File: src/rtl/usb_tx_sequencer.sv
// USB transmit sequencer: emits the SYNC pattern, streams packet bytes LSB first
// to a bit stuffer, and closes each packet with an SE0/SE0/J end-of-packet.
module usb_tx_sequencer (
    input  logic       clk,
    input  logic       RST,
    input  logic [7:0] tx_data,
    input  logic       tx_valid,
    input  logic       tx_last,
    output logic       tx_ready,
    input  logic       bit_tick,
    input  logic       stf_ready,
    output logic       stf_bit,
    output logic       stf_en,
    output logic       eop_se0,
    output logic       eop_j,
    output logic       busy,
    output logic       err_underrun
);

    typedef enum logic [1:0] {
        IDLE = 2'd0,
        SYNC = 2'd1,
        DATA = 2'd2,
        EOP  = 2'd3
    } state_t;

    state_t     state_reg;
    logic [7:0] shreg_reg;
    logic [2:0] bit_cnt_reg;
    logic [1:0] eop_cnt_reg;
    logic       last_reg;

    logic qtick;
    logic shifting;
    logic last_bit;
    logic load_slot;

    // A tick only counts when the stuffer is not busy inserting a stuff bit.
    assign qtick     = bit_tick & stf_ready;
    assign shifting  = (state_reg == SYNC) || (state_reg == DATA);
    assign last_bit  = shifting && qtick && (bit_cnt_reg == 3'd7);
    assign load_slot = last_bit && ((state_reg == SYNC) || !last_reg);

    assign tx_ready     = load_slot;
    assign err_underrun = load_slot & ~tx_valid;
    assign stf_en       = shifting & qtick;
    assign stf_bit      = shifting & shreg_reg[0];
    assign eop_se0      = (state_reg == EOP) && (eop_cnt_reg != 2'd2);
    assign eop_j        = (state_reg == EOP) && (eop_cnt_reg == 2'd2);
    assign busy         = (state_reg != IDLE);

    always_ff @(posedge clk) begin
        if (RST) begin
            state_reg   <= IDLE;
            shreg_reg   <= 8'h00;
            bit_cnt_reg <= 3'd0;
            eop_cnt_reg <= 2'd0;
            last_reg    <= 1'b0;
        end else begin
            case (state_reg)
                IDLE: begin
                    if (tx_valid) begin
                        state_reg   <= SYNC;
                        shreg_reg   <= 8'h80;
                        bit_cnt_reg <= 3'd0;
                        last_reg    <= 1'b0;
                    end
                end
                SYNC, DATA: begin
                    if (qtick) begin
                        shreg_reg   <= shreg_reg >> 1;
                        bit_cnt_reg <= bit_cnt_reg + 3'd1;
                        if (load_slot) begin
                            if (tx_valid) begin
                                shreg_reg   <= tx_data;
                                last_reg    <= tx_last;
                                bit_cnt_reg <= 3'd0;
                                state_reg   <= DATA;
                            end else begin
                                // Byte missing mid-packet: abort straight into EOP.
                                state_reg   <= EOP;
                                eop_cnt_reg <= 2'd0;
                            end
                        end else if (last_bit) begin
                            state_reg   <= EOP;
                            eop_cnt_reg <= 2'd0;
                        end
                    end
                end
                EOP: begin
                    // EOP timing follows raw bit_tick; the stuffer is idle here.
                    if (bit_tick) begin
                        if (eop_cnt_reg == 2'd2) begin
                            state_reg   <= IDLE;
                            eop_cnt_reg <= 2'd0;
                        end else begin
                            eop_cnt_reg <= eop_cnt_reg + 2'd1;
                        end
                    end
                end
                default: state_reg <= IDLE;
            endcase
        end
    end

endmodule

File: config.mk
export PLATFORM = sky130hd
export DESIGN_NAME = usb_tx_sequencer
export DESIGN_NICKNAME = d
export VERILOG_FILES = /design/src/rtl/usb_tx_sequencer.sv
export SDC_FILE = /design/constraint.sdc
export NUM_CORES = 1
export LEC_CHECK = 0
export BUFFER_PORTS_ARGS = -buffer_cell sky130_fd_sc_hd__buf_2
export CAP_MARGIN = 20
export CORE_MARGIN = 5
export CORE_UTILIZATION = 51
export DETAILED_ROUTE_END_ITERATION = 12
export GPL_ROUTABILITY_DRIVEN = 0
export PLACE_DENSITY = 0.86
export SYNTH_ARGS = -nofsm -noshare
export SYNTH_HDL_FRONTEND = slang
export SYNTH_SLANG_ARGS = --single-unit
File: constraint.sdc
create_clock -name clk -period 2.4 [get_ports clk]
set_input_delay 0.36 -clock clk [delete_from_list [all_inputs] [get_ports clk]]
set_output_delay 0.36 -clock clk [all_outputs]
set_load 0.05 [all_outputs]
; Word level (Yosys, flattened, before mapping)
; Cells that the tools add are included.
[word_totals]
reg_bits = 16
latch_bits = 0
ramBits = 0
romBits = 0
word_cells = 73
memories = 0
[op_classes]
n_addsub = 2
n_mul = 0
div = 0
order_cmp = 0
n_eq_ne = 14
shift = 0
muxes = 30
bitwise = 5
n_reduce_logical = 17
[ops]
columns = operator, count
row1 = 8-bit 2-to-1 mux, 4
row2 = 2-bit 2-to-1 mux, 12
row3 = 8-bit case mux with 2 select lines, 1
row4 = 5-bit AND reduction, 3
row5 = 3-bit 2-to-1 mux, 4
row6 = 2-bit != test (second input constant), 6
row7 = 2-bit == test (second input constant), 3
row8 = 3-bit != test (second input constant), 2
row9 = 2-bit case mux with 3 select lines, 1
row10 = 3-bit case mux with 2 select lines, 1
row11 = 2-bit nonzero test, 3
row12 = 1-bit logical AND, 5
row13 = 1-bit 2-to-1 mux, 5
row14 = 1-bit bitwise AND, 4
row15 = 2-bit case mux with 2 select lines, 1
row16 = 3-bit by 1-bit adder with 3-bit output (second input constant), 1
row17 = 3-bit == test (second input constant), 1
row18 = 3-bit AND reduction, 1
row19 = 2-bit by 1-bit adder with 2-bit output (second input constant), 1
row20 = 2-bit by 1-bit == test with 1-bit output (second input constant), 1
row21 = 2-bit logical NOT, 1
row22 = 1-bit logical OR, 2
row23 = 2-bit by 1-bit != test with 1-bit output (second input constant), 1
row24 = 1-bit case mux with 2 select lines, 1
row25 = other kinds (3), 3

; Longest topological paths before layout
[depth]
ltp_word = 8
mapped_depth = 8

; Worst setup path before layout
; Ideal clock, no wire load.
[synth_timing]
kind = reg-to-output
from = reg bit_cnt_reg[0]
to = out err_underrun
arrival_ps = 1993
t_required_ps = 2040
slack_ps = 47
path_stages_with_launch = 6
path_buffers = 0
cell_sequence = dfxtp_1 ha_1 ha_1 and3_1 and3_2 nor2b_1
[synth_via]
elab_chain_cells = 4
[synth_rtl]
columns = element, line_no
row1 = start: declaration, 29  ; logic [2:0] bit_cnt_reg;
row2 = start signal: assignment, 72  ; bit_cnt_reg <= bit_cnt_reg + 3'd1;
row3 = 3-bit == test, 41  ; assign last_bit = shifting && qtick && (bit_cnt_reg == 3'd7);
row4 = 1-bit logical AND, 41
row5 = 1-bit logical AND, 42  ; assign load_slot = last_bit && ((state_reg == SYNC) || !last_reg);
row6 = named net tx_ready, 9  ; output logic tx_ready,
row7 = 1-bit bitwise AND, 45  ; assign err_underrun = load_slot & ~tx_valid;
row8 = end: declaration, 17  ; output logic err_underrun
; The timed path passes the listed nets, and every way through them passes these cells.

; Worst setup path after layout
[layout_timing]
from = reg bit_cnt_reg[0]
to = out err_underrun
[layout_via]
elab_chain_cells = 4
[layout_rtl]
columns = element, line_no
row1 = 3-bit == test, 41
row2 = 1-bit logical AND, 41
row3 = 1-bit logical AND, 42
row4 = 1-bit bitwise AND, 45
; No other way between the ends.

==> metrics.yaml <==
grt_max_degree: 19
rr_worst_depth: 6
synth_fa_ha_area_share_pct: 6.99
synthMuxAreaShare_pct: 6.85
final_layout_size_suffix_gt1_share_pct: 30.5
fp-row-count: 15
synth-edff-count: 0
slew_violations: 0
syn_area_sq_um: 895
clock_sinks: 16
synth_compound_area_share_pct: 19.9
final_nets: 139
clock_latency_ns: 0.29
post_cts_buffers: 0
initial_core_util_pct: 53.0
period_minus_slack_ns: 2.22
ioPinCount: 21
fin_skew_ns: 0.00867
viasPerCell: 5.91
clockRootBuffer: "clkbuf_4"
cts_inserted_buffers: 3
firstDrtPassIters: 4
core-area_sq_um: 1690
leakage_nw: 0.436
wirelength_um: 1930
dp_hpwl_um: 1500
io_buffers: 20
die_h_um: 51.9
crit_path_start: "bit_cnt_reg[0]"
drt_iter0_drc: 15
ir_worst_vdd_v: 0.000453
syn_inst: 98
cap_violations: 0
min-delay-start: "tx_last"
cp_max_fo: 5
synth_top_flop_cell: "dfxtp_1"
dieWidth_um: 51.9
wl_per_cell_um: 14.3
fin_setup_tns_ns: 0
ant_nets: 0
reg2reg_from: "state_reg[0]"
power.density_nw_per_um2: 577
nFillCells: 155
area_delta_synth_final_pct: 14.1
syn_nets: 117
yosysSeqAreaShare_pct: 35.8
hold_class: "in2reg"
tritoncts: "built"
die_area_sq_um: 2690
gr-total-overflow: 0
ys_seq_elements: 16
tightest_slew_ns: 0.452
worst-setup-path-type: "reg2out"
grt_pass1_wl_um: 3230
worstSetupEndpoint: "err_underrun"
timing.final.crit_share_pct: 92.6
grt_use_total_pct: 16.3
drcViolationCount: 0
diodes: 0
relSlewSlack_pct: 69.7
synth.distinct_cells: 39
utilization_pct: 60.4
critPathLaunchType: "flip-flop"
final_common_cell: "buf_2"
synthSimpleGateAreaFrac_pct: 25.7
clockBufferDepth: 2
setup_violations: 0
grt_pass1_vias: 753
reg2reg_to: "shreg_reg[3]"
layout_common_cells: "buf_2, dfxtp_1, nor2_1"
cp.arrival_ns: 1.86
antenna_found_initial: 0
synth_xor_area_share_pct: 0
cts-resized-gates: 0
required_ns: 2.04
rsz0062_at_grt: "no"
synth_top_family_by_area: "simple AND/OR/NAND/NOR gates"
critPathCaptureType: "primary output"
finalHoldViolCount: 0
status: "finished clean"
largest_reg_flops: 8
ff2ff_setup_slack_ns: 0.43
syn_area_per_cell_sq_um: 9.13
via_count: 798
htree_num_levels: 1
async_reset_ff_share_pct: 0
clk_pin_slew_ns: 0.08
cts_hold_buffers: 0
fmax_mhz: 450
ys_warn_count: 0
## worst max-delay path, stage by stage, from the launching register on
cell and delay (ns):
dfxtp_1 0.36, ha_1 0.16, ha_1 0.23, and3_1 0.24, and3_2 0.21, nor2b_1 0.14
clkbuf_4 0.24
## worst min path at each step
stage / slack (ns) / cells after the start / to
floorplan: 0.42 / 1 / shreg_reg[4]
global placement: 0.44 / 2 / bit_cnt_reg[2]
detailed placement: 0.45 / 1 / shreg_reg[4]
CTS: 0.30 / 3 / last_reg
global route: 0.31 / 3 / shreg_reg[7]
finish: 0.32 / 3 / last_reg
## per-layer routing
| metal | part of all wire (%) | track usage (%) | vias up |
|---|---|---|---|
| met5 | 0 | 0 | - |
| met4 | 1.2 | 4.80 | 0 |
| met2 | 47 | 25.7 | 28 |
| met1 | 44 | 19.9 | 367 |
| li1 | - | - | 398 |
| met3 | 7.6 | 6.88 | 5 |
## cell type report
type                    count  area [sq um]  share of cell area [%]
clock buffers               3          22.5                    2.21
flip-flops and latches     16           320                    31.4
well taps                  17          21.3                    2.08
inverters                   6          22.5                    2.21
multi-input cells          73           532                    52.1
repair buffers             20           103                    10.0
## stage by stage
step | instances | hold WS (ns) | area, sq um | power [mW] | setup WS (ns)
2_1_floorplan | 98 | 0.424 | 895 | 0.413 | 0.0467
3_3_place_gp | 132 | 0.444 | 996 | 0.448 | 0.453
3_5_place_dp | 132 | 0.447 | 996 | 0.453 | 0.442
4_1_cts | 135 | 0.304 | 1020 | 0.595 | 0.127
5_1_grt | 135 | 0.311 | 1020 | 0.631 | 0.00847
6_report | 135 | 0.315 | 1020 | 0.589 | 0.177
## logic make-up after synthesis
group	count (synthesis)
compound gates	24
buf+inv	9
mux	6
fa+ha+maj	5
simple gates	38
flops	16
## synthesized netlist by cell type, drive strengths merged, types with 3 or more instances
master / number / share of area [%]
nand3: 4 / 2.8
nor3: 4 / 2.2
o2bb2ai: 3 / 2.9
nor2: 9 / 3.8
a221oi: 3 / 2.9
ha: 5 / 7.0
o21ai: 3 / 1.7
inv: 6 / 2.5
a21oi: 6 / 3.8
and3: 3 / 2.2
dfxtp: 16 / 36
nor2b: 3 / 2.1
nand2b: 4 / 3.1
nand2: 3 / 1.3
mux2i: 5 / 5.6
## report_power, final
group / switching [mW] / total [mW] / leakage (nW) / internal [mW]
Combinational: 0.0980 / 0.155 / 0.293 / 0.0574
Sequential: 0.0107 / 0.293 / 0.130 / 0.282
Clock: 0.0818 / 0.140 / 0.0138 / 0.0584
Total: 0.190 / 0.589 / 0.436 / 0.398
Power figures use the tool's default switching activity.
